## config.mk

```make
export PLATFORM = sky130hd
export DESIGN_NAME = accessor_flat
export DESIGN_NICKNAME = d
export VERILOG_FILES = /design/src/rtl/accessor_if.sv /design/src/rtl/accessor.sv /design/src/flat_wrapper.sv
export SDC_FILE = /design/constraint.sdc
export NUM_CORES = 1
export LEC_CHECK = 0
export ABC_AREA = 1
export CAP_MARGIN = 20
export CORE_MARGIN = 4
export CORE_UTILIZATION = 47
export DETAILED_ROUTE_END_ITERATION = 8
export GPL_ROUTABILITY_DRIVEN = 1
export GPL_TIMING_DRIVEN = 0
export PLACE_DENSITY = 0.95
export SLEW_MARGIN = 30
export SYNTH_ARGS = -nofsm -noshare
export SYNTH_HDL_FRONTEND = slang
export SYNTH_SLANG_ARGS = --single-unit
```

## constraint.sdc

```tcl
create_clock -name clk -period 2.85 [get_ports clk]
set_input_delay 0.7125 -clock clk [delete_from_list [all_inputs] [get_ports clk]]
set_output_delay 0.7125 -clock clk [all_outputs]
set_load 0.05 [all_outputs]
```

## src/rtl/accessor_if.sv

```systemverilog
// rtl/accessor_if.sv - bundle of executor, writer and data-memory signals around the accessor
interface accessor_if;
    logic executor_valid;
    logic accessor_ready;
    logic accessor_valid;
    logic writer_ready;

    struct packed {
        logic [4:0]  rd;
        logic [31:0] rd_data;
        logic [31:0] mem_addr;
        logic [31:0] mem_data;
        logic        is_lb;
        logic        is_lbu;
        logic        is_lh;
        logic        is_lhu;
        logic        is_lw;
        logic        is_sb;
        logic        is_sh;
        logic        is_sw;
    } in;

    struct packed {
        logic [4:0]  rd;
        logic [31:0] rd_data;
        logic        trap;
    } out;

    logic        mem_valid;
    logic        mem_ready;
    logic [31:0] mem_addr;
    logic [31:0] mem_wdata;
    logic [3:0]  mem_wstrb;
    logic [31:0] mem_rdata;

    modport master (
        output executor_valid, writer_ready, in, mem_ready, mem_rdata,
        input  accessor_ready, accessor_valid, out, mem_valid, mem_addr, mem_wdata, mem_wstrb
    );

    modport slave (
        input  executor_valid, writer_ready, in, mem_ready, mem_rdata,
        output accessor_ready, accessor_valid, out, mem_valid, mem_addr, mem_wdata, mem_wstrb
    );
endinterface

```

## src/rtl/accessor.sv

```systemverilog
// rtl/accessor.sv - load/store stage: aligns, issues one data-memory access, holds result for the writer
module accessor (
    input  logic      clk,
    input  logic      reset,
    accessor_if.slave bus
);
    typedef enum logic [1:0] {IDLE, ACCESS, HOLD} state_t;

    state_t      state_q, state_d;
    logic [4:0]  out_rd_q, out_rd_d;
    logic [31:0] out_rd_data_q, out_rd_data_d;
    logic        out_trap_q, out_trap_d;
    logic        mem_valid_q, mem_valid_d;
    logic [31:0] mem_addr_q, mem_addr_d;
    logic [31:0] mem_wdata_q, mem_wdata_d;
    logic [3:0]  mem_wstrb_q, mem_wstrb_d;
    logic [4:0]  ld_rd_q, ld_rd_d;
    logic [1:0]  ld_off_q, ld_off_d;
    logic [1:0]  ld_size_q, ld_size_d;
    logic        ld_signed_q, ld_signed_d;

    logic        is_load, is_store, is_half, is_word, misaligned;
    logic [31:0] st_wdata;
    logic [3:0]  st_wstrb;
    logic [7:0]  lane_byte;
    logic [15:0] lane_half;
    logic [31:0] ld_result;

    assign is_load    = bus.in.is_lb | bus.in.is_lbu | bus.in.is_lh | bus.in.is_lhu | bus.in.is_lw;
    assign is_store   = bus.in.is_sb | bus.in.is_sh | bus.in.is_sw;
    assign is_half    = bus.in.is_lh | bus.in.is_lhu | bus.in.is_sh;
    assign is_word    = bus.in.is_lw | bus.in.is_sw;
    assign misaligned = (is_half & bus.in.mem_addr[0]) | (is_word & (|bus.in.mem_addr[1:0]));

    always_comb begin
        st_wdata = '0;
        st_wstrb = '0;
        if (bus.in.is_sb) begin
            st_wdata = {4{bus.in.mem_data[7:0]}};
            st_wstrb = 4'b0001 << bus.in.mem_addr[1:0];
        end else if (bus.in.is_sh) begin
            st_wdata = {2{bus.in.mem_data[15:0]}};
            st_wstrb = bus.in.mem_addr[1] ? 4'b1100 : 4'b0011;
        end else if (bus.in.is_sw) begin
            st_wdata = bus.in.mem_data;
            st_wstrb = 4'b1111;
        end
    end

    // ld_size: 0 = byte, 1 = halfword, 2 = word
    assign lane_byte = 8'(bus.mem_rdata >> {ld_off_q, 3'b000});
    assign lane_half = ld_off_q[1] ? bus.mem_rdata[31:16] : bus.mem_rdata[15:0];

    always_comb begin
        case (ld_size_q)
            2'd0:    ld_result = {{24{ld_signed_q & lane_byte[7]}}, lane_byte};
            2'd1:    ld_result = {{16{ld_signed_q & lane_half[15]}}, lane_half};
            default: ld_result = bus.mem_rdata;
        endcase
    end

    always_comb begin
        state_d       = state_q;
        out_rd_d      = out_rd_q;
        out_rd_data_d = out_rd_data_q;
        out_trap_d    = out_trap_q;
        mem_valid_d   = mem_valid_q;
        mem_addr_d    = mem_addr_q;
        mem_wdata_d   = mem_wdata_q;
        mem_wstrb_d   = mem_wstrb_q;
        ld_rd_d       = ld_rd_q;
        ld_off_d      = ld_off_q;
        ld_size_d     = ld_size_q;
        ld_signed_d   = ld_signed_q;
        case (state_q)
            IDLE: begin
                if (bus.executor_valid) begin
                    if (!(is_load | is_store)) begin
                        out_rd_d      = bus.in.rd;
                        out_rd_data_d = bus.in.rd_data;
                        out_trap_d    = 1'b0;
                        state_d       = HOLD;
                    end else if (misaligned) begin
                        out_rd_d      = '0;
                        out_rd_data_d = '0;
                        out_trap_d    = 1'b1;
                        state_d       = HOLD;
                    end else begin
                        mem_valid_d = 1'b1;
                        mem_addr_d  = {bus.in.mem_addr[31:2], 2'b00};
                        mem_wdata_d = st_wdata;
                        mem_wstrb_d = st_wstrb;
                        ld_rd_d     = bus.in.rd;
                        ld_off_d    = bus.in.mem_addr[1:0];
                        ld_size_d   = bus.in.is_lw ? 2'd2 :
                                      (bus.in.is_lh | bus.in.is_lhu) ? 2'd1 : 2'd0;
                        ld_signed_d = bus.in.is_lb | bus.in.is_lh;
                        state_d     = ACCESS;
                    end
                end
            end
            ACCESS: begin
                if (bus.mem_ready) begin
                    // A non-zero strobe marks a store, which never writes back a register
                    mem_valid_d   = 1'b0;
                    out_trap_d    = 1'b0;
                    out_rd_d      = (mem_wstrb_q == 4'b0000) ? ld_rd_q : 5'd0;
                    out_rd_data_d = (mem_wstrb_q == 4'b0000) ? ld_result : 32'd0;
                    state_d       = HOLD;
                end
            end
            HOLD: begin
                if (bus.writer_ready) state_d = IDLE;
            end
            default: state_d = IDLE;
        endcase
    end

    always_ff @(posedge clk or negedge reset) begin
        if (!reset) begin
            state_q       <= IDLE;
            out_rd_q      <= '0;
            out_rd_data_q <= '0;
            out_trap_q    <= 1'b0;
            mem_valid_q   <= 1'b0;
            mem_addr_q    <= '0;
            mem_wdata_q   <= '0;
            mem_wstrb_q   <= '0;
            ld_rd_q       <= '0;
            ld_off_q      <= '0;
            ld_size_q     <= '0;
            ld_signed_q   <= 1'b0;
        end else begin
            state_q       <= state_d;
            out_rd_q      <= out_rd_d;
            out_rd_data_q <= out_rd_data_d;
            out_trap_q    <= out_trap_d;
            mem_valid_q   <= mem_valid_d;
            mem_addr_q    <= mem_addr_d;
            mem_wdata_q   <= mem_wdata_d;
            mem_wstrb_q   <= mem_wstrb_d;
            ld_rd_q       <= ld_rd_d;
            ld_off_q      <= ld_off_d;
            ld_size_q     <= ld_size_d;
            ld_signed_q   <= ld_signed_d;
        end
    end

    assign bus.accessor_ready = (state_q == IDLE);
    assign bus.accessor_valid = (state_q == HOLD);
    assign bus.out            = {out_rd_q, out_rd_data_q, out_trap_q};
    assign bus.mem_valid      = mem_valid_q;
    assign bus.mem_addr       = mem_addr_q;
    assign bus.mem_wdata      = mem_wdata_q;
    assign bus.mem_wstrb      = mem_wstrb_q;
endmodule

```

## src/flat_wrapper.sv

```systemverilog
// flat-port wrapper written by rule: the top's interface ports become plain ports
module accessor_flat 
  (clk, reset, bus_executor_valid, bus_writer_ready, bus_in, bus_mem_ready, bus_mem_rdata, bus_accessor_ready, bus_accessor_valid, bus_out, bus_mem_valid, bus_mem_addr, bus_mem_wdata, bus_mem_wstrb);
  accessor_if bus_i ();
  input  logic clk;
  input  logic reset;
  input wire logic [$bits(bus_i.executor_valid)-1:0] bus_executor_valid;
  input wire logic [$bits(bus_i.writer_ready)-1:0] bus_writer_ready;
  input wire logic [$bits(bus_i.in)-1:0] bus_in;
  input wire logic [$bits(bus_i.mem_ready)-1:0] bus_mem_ready;
  input wire logic [$bits(bus_i.mem_rdata)-1:0] bus_mem_rdata;
  output wire logic [$bits(bus_i.accessor_ready)-1:0] bus_accessor_ready;
  output wire logic [$bits(bus_i.accessor_valid)-1:0] bus_accessor_valid;
  output wire logic [$bits(bus_i.out)-1:0] bus_out;
  output wire logic [$bits(bus_i.mem_valid)-1:0] bus_mem_valid;
  output wire logic [$bits(bus_i.mem_addr)-1:0] bus_mem_addr;
  output wire logic [$bits(bus_i.mem_wdata)-1:0] bus_mem_wdata;
  output wire logic [$bits(bus_i.mem_wstrb)-1:0] bus_mem_wstrb;
  assign bus_i.executor_valid = bus_executor_valid;
  assign bus_i.writer_ready = bus_writer_ready;
  assign bus_i.in = bus_in;
  assign bus_i.mem_ready = bus_mem_ready;
  assign bus_i.mem_rdata = bus_mem_rdata;
  assign bus_accessor_ready = bus_i.accessor_ready;
  assign bus_accessor_valid = bus_i.accessor_valid;
  assign bus_out = bus_i.out;
  assign bus_mem_valid = bus_i.mem_valid;
  assign bus_mem_addr = bus_i.mem_addr;
  assign bus_mem_wdata = bus_i.mem_wdata;
  assign bus_mem_wstrb = bus_i.mem_wstrb;
  accessor u_core (.clk(clk), .reset(reset), .bus(bus_i));
endmodule
```

**Word-level counts from Yosys, hierarchy flattened**

Index checks and enable logic that the tools add are counted.

- Output and inout port bits: 109
- Input port bits: 146
- Logic and storage cells: 87
- Bits in registers: 117

- Bitwise gates (word level): 17
- Equal/unequal tests: 9
- Multiplexer cells: 38
- Shift operators: 2
- Reduce and logical (&&, ||, !) cells: 9

Operator list:

| operator | count |
|---|---|
| $mux 32 | 8 |
| $pmux 32 s2 | 2 |
| $shr 32x5->8 | 1 |
| $mux 5 | 5 |
| $mux 16 | 1 |
| $mux 4 | 4 |
| $mux 2 | 6 |
| $or 1x1->1 | 12 |
| $pmux 5 s2 | 1 |
| $mux 1 | 8 |
| $ne 2x2->1 const B | 4 |
| $reduce_and 4->1 | 2 |
| $pmux 2 s3 | 1 |
| $reduce_and 5->1 | 1 |
| $and 1x1->1 | 4 |
| $eq 2x1->1 const B | 2 |
| $logic_not 2->1 | 2 |
| $logic_not 4->1 | 1 |
| $pmux 1 s2 | 2 |
| $shl 1x2->4 const A | 1 |
| $ne 3x2->1 const B | 1 |
| $reduce_and 3->1 | 1 |
| $eq 2x2->1 const B | 1 |
| $ne 2x1->1 const B | 1 |
| 3 further kinds | 3 |

**Logic depth before layout (Yosys ltp)**

- Depth in word-level cells: 8
- Mapped depth: 12
- Depth with buffers taken out: 11

**Least setup slack after synthesis**

No wires, ideal clock.

- Kind: input to register
- Start point: input port bus_in[5]
- End point: register u_core.mem_wdata_q[23] (netlist: u_core.bus.mem_wdata[23])
- Arrival time: 1819 ps
- Cell stages on the path: 10
- Setup slack: 912 ps
- Data required time: 2731 ps
- Buffers on the path: 2
- Path through: nor2_1 -> nand2_1 -> a21oi_2 -> nand3_2 -> nor2_4 -> inv_2 -> buf_6 -> buf_4 -> nand2_1 -> nand2_1

- Cells in the longest elaborated chain, start to end: 6

RTL lines:

| element | RTL line | RTL |
|---|---|---|
| start: declaration | flat_wrapper.sv:9 | `input wire logic [$bits(bus_i.in)-1:0] bus_in;` |
| $or 1x1->1 (2 in a row) | accessor.sv:31 | `assign is_half = bus.in.is_lh \| bus.in.is_lhu \| bus.in.is_sh;` |
| $and 1x1->1 | accessor.sv:33 | `assign misaligned = (is_half & bus.in.mem_addr[0]) \| (is_word & (\|bus.in.mem_addr[1:0]));` |
| $or 1x1->1 | accessor.sv:33 |  |
| $not 1->1 (no line) | n/a |  |
| $reduce_and 4->1 (no line) * | n/a |  |
| end signal: assignment | accessor.sv:140 | `mem_wdata_q <= mem_wdata_d;` |
| end: declaration | accessor.sv:15 | `logic [31:0] mem_wdata_q, mem_wdata_d;` |

Every way passes the cells marked *; elsewhere a longest branch is shown, timed or not.
A chain may end at the register's enable or synchronous reset.

**Worst setup path after layout**

- Start point: register u_core.state_q[1]
- End point: output port bus_accessor_ready

- Cells in the longest elaborated chain, start to end: 1

RTL lines:

| element | RTL line | RTL |
|---|---|---|
| start: declaration | accessor.sv:9 | `state_t state_q, state_d;` |
| start signal: assignment | accessor.sv:134 | `state_q <= state_d;` |
| $logic_not 2->1 | accessor.sv:149 | `assign bus.accessor_ready = (state_q == IDLE);` |
| end: declaration | flat_wrapper.sv:12 | `output wire logic [$bits(bus_i.accessor_ready)-1:0] bus_accessor_ready;` |

No other way between the ends.

==> impl_metrics.json <==
{
  "fin_crit_sh_pct": 93.8,
  "fmax_mhz": 374,
  "gp_congestion": 0.910,
  "ys_warn_count": 0,
  "grt_usage_pct": 30.7,
  "wl_mm": 22.5,
  "ys_types": 27,
  "clockBufferDepth": 2,
  "layout_setup_ws_ns": 0.178,
  "htree_num_levels": 4,
  "n_fill_cell": 934,
  "vias": 6837,
  "ant_nets": 0,
  "cp_max_fo": 3,
  "drv_cap": 0,
  "hpwl_mm": 17.1,
  "first_global_vias": 7023,
  "crit_chain": "inv_2, nand2_1, inv_1, clkdlybuf4s50_1",
  "wire_per_inst_um": 17.2,
  "synth-seq-area-share_pct": 47.9,
  "area_growth_syn_to_layout_pct": 55.5,
  "drc": 0,
  "synthMuxAreaShare_pct": 0,
  "clkLatencyLatePin_ns": 0.42,
  "hold_class": "input port to async pin",
  "dieArea_um2": 14900,
  "cp_slowest_stage_delay_ns": 0.83,
  "synth_cells": 853,
  "root_buffer": "clkbuf_16",
  "post-route-min-period_ns": 2.67,
  "ir_worst_vdd_v": 0.000938,
  "slowest_stage": "clkdlybuf4s50_1",
  "relSlewSlack_pct": 59.8,
  "rows": 41,
  "drive_above_1_share_pct": 6.67,
  "cpLargestDelayFamily": "buffers and inverters",
  "fin_hold_ws_ns": 0.177,
  "tritoncts": "built",
  "pre_cts_ws_ns": -0.00887,
  "cts_made_buffers": 17,
  "synthSimpleGateAreaFrac_pct": 31.2,
  "status": "finished, final reports clean",
  "rsz0062_at_grt": "false",
  "synth_xor_area_share_pct": 0,
  "grt-ovfl-total": 0,
  "path_buf_inv": 3,
  "place_area_um2": 8880,
  "syn_area_um2": 6110,
  "synthAdderAreaFrac_pct": 0,
  "portBuffers": 252,
  "postLayoutCoreUtil_pct": 75.0,
  "hold_buffers": 0,
  "coreArea_um2": 12700,
  "yosysTopAreaCell": "dfrtp_1",
  "p_per_area_nw_per_um2": 1150,
  "setup_viol": 0,
  "critPathCaptureType": "output pin",
  "post-cts-setup-buffers": 0,
  "post_synth.cell_area_avg_um2": 7.16,
  "drt_iter0_drc": 511,
  "synth.top_cell.area_share_pct": 47.9,
  "synth-seq-cells": 117,
  "die_w_um": 122,
  "synth_top_family_by_area": "simple AND/OR/NAND/NOR gates",
  "diodes": 0,
  "required_ns": 2.14,
  "cp-start-kind": "register",
  "grt_max_degree": 75,
  "clk_pin_slew_worst_paths_ns": 0.06,
  "grt_pass1_wl_mm": 35.1,
  "cts.sinks": 117,
  "cp.arrival_ns": 1.96,
  "via_per_inst": 5.22,
  "fin_nets": 1272,
  "tightest_slew_ns": 0.604,
  "io-pin-count": 255,
  "post_cts_resized": 0,
  "start_util_pct": 48.2,
  "synth_compound_area_share_pct": 12.1,
  "p_leak_nw": 4.69,
  "grt_antenna_before_repair": 0,
  "worst_clock_skew_ns": 0.00830,
  "hold_viol": 0,
  "chipHeight_um": 122,
  "slew_violations": 0,
  "instances_no_fill": 1311,
  "final_area_um2": 9500,
  "dp.cells": 1279,
  "synth_area_leaders": "dfrtp_1 48%, nand2_1 22%, a21oi_1 5.0%, nor2_1 4.9%, inv_1 3.8%",
  "firstDrtPassIters": 5,
  "path_class": "register to output pin"
}
==> placed cells by master (no fill, tap or decap), types with 8 or more instances in the layout <==
cell / instances
clkbuf_1: 18
dfrtp_1: 117
a21oi_1: 61
clkbuf_16: 17
buf_2: 11
o211ai_1: 8
nor2_1: 80
inv_2: 8
inv_1: 62
o21ai_1: 22
clkdlybuf4s50_1: 251
nand2_1: 352
nand3_1: 40
o21ai_0: 33
==> path summary, 6_finish.rpt <==
path | from | end | slack (ns) | cells past startpoint
min | reset | u_core.out_rd_data_q[10] | 0.18 | 1
min in group clk | u_core.bus.mem_wdata[26] | u_core.bus.mem_wdata[26] | 0.47 | 2
max reg2reg | u_core.state_q[1] | u_core.out_rd_data_q[19] | 0.86 | 6
max in group asynchronous | reset | u_core.bus.mem_wdata[3] | 2.00 | 2
max | u_core.state_q[1] | bus_accessor_ready | 0.18 | 4
min reg2reg | u_core.bus.mem_wdata[26] | u_core.bus.mem_wdata[26] | 0.47 | 2
==> power breakdown <==
part	switching [W]	leakage (nW)	total [W]	internal, W
Clock	0.000787	0.302	0.00223	0.00144
Sequential	0.000449	1.48	0.00281	0.00237
Combinational	0.00400	2.90	0.00588	0.00187
==> cells by family (layout without fill, tap and decap cells) <==
logic type	Yosys count	in the layout
buffers and inverters	118	403
AND/OR/NAND/NOR	482	482
other	1	2
AO/OA/AOI/OAI	135	135
flip-flops	117	117
==> area by class of cell <==
| class | count | area, um2 | share of cell area, % |
|---|---|---|---|
| Multi-Input combinational cell | 619 | 2650 | 27.9 |
| Sequential cell | 117 | 2930 | 30.8 |
| Clock inverter | 12 | 151 | 1.59 |
| Clock buffer | 20 | 467 | 4.91 |
| Inverter | 72 | 273 | 2.87 |
| Tap cell | 172 | 215 | 2.27 |
| Buffer | 46 | 258 | 2.71 |
| Timing Repair Buffer | 253 | 2550 | 26.9 |
==> Yosys cell counts, drive strengths merged <==
| master | n |
|---|---|
| nand3 | 42 |
| nor2 | 82 |
| o211ai | 8 |
| clkbuf | 18 |
| nand4 | 2 |
| a32oi | 7 |
| nand2 | 356 |
| inv | 71 |
| dfrtp | 117 |
| o31ai | 2 |
| buf | 28 |
| o22ai | 1 |
| clkinv | 1 |
| conb | 1 |
| o21ai | 55 |
| a21oi | 62 |
==> metal layers <==
metal	vias to the layer above	part of all wire, %	wire (um)	GRT usage [%]
li1	3224	-	-	-
met1	3156	36	8100	33.5
met2	381	49	11000	53.1
met3	76	11	2530	10.8
met4	0	4.0	891	14.6
met5	-	0	0	0
==> metrics by stage <==
| stage | setup TNS [ns] | total power (W) |
|---|---|---|
| after global routing | 0 | 0.0114 |
| final | 0 | 0.0109 |
| after global placement | -402.84 | 0.00854 |
| after detailed placement | -0.0164 | 0.00867 |
| after CTS | 0 | 0.0109 |
| after floorplan | 0 | 0.00649 |
==> flip-flops by register name, summed over array words and instances, names as in the netlist <==
| name | count |
|---|---|
| u_core.state_q | 2 |
| u_core.bus.mem_wstrb | 4 |
| u_core.ld_size_q | 2 |
| u_core.ld_rd_q | 5 |
| u_core.out_trap_q | 1 |
| u_core.bus.mem_addr | 30 |
| u_core.ld_off_q | 2 |
| u_core.out_rd_data_q | 32 |
| u_core.bus.mem_valid | 1 |
| u_core.out_rd_q | 5 |
| u_core.bus.mem_wdata | 32 |
| u_core.ld_signed_q | 1 |
==> worst register-to-register path, cell delays in order (launching register included) <==
cell and delay [ns]:
dfrtp_1 0.40, nor2_1 0.26, nand4_1 0.42, clkbuf_1 0.36
a21oi_1 0.19, nand2_1 0.07, a21oi_1 0.20
No activity file was read; power rests on OpenSTA's default activity.
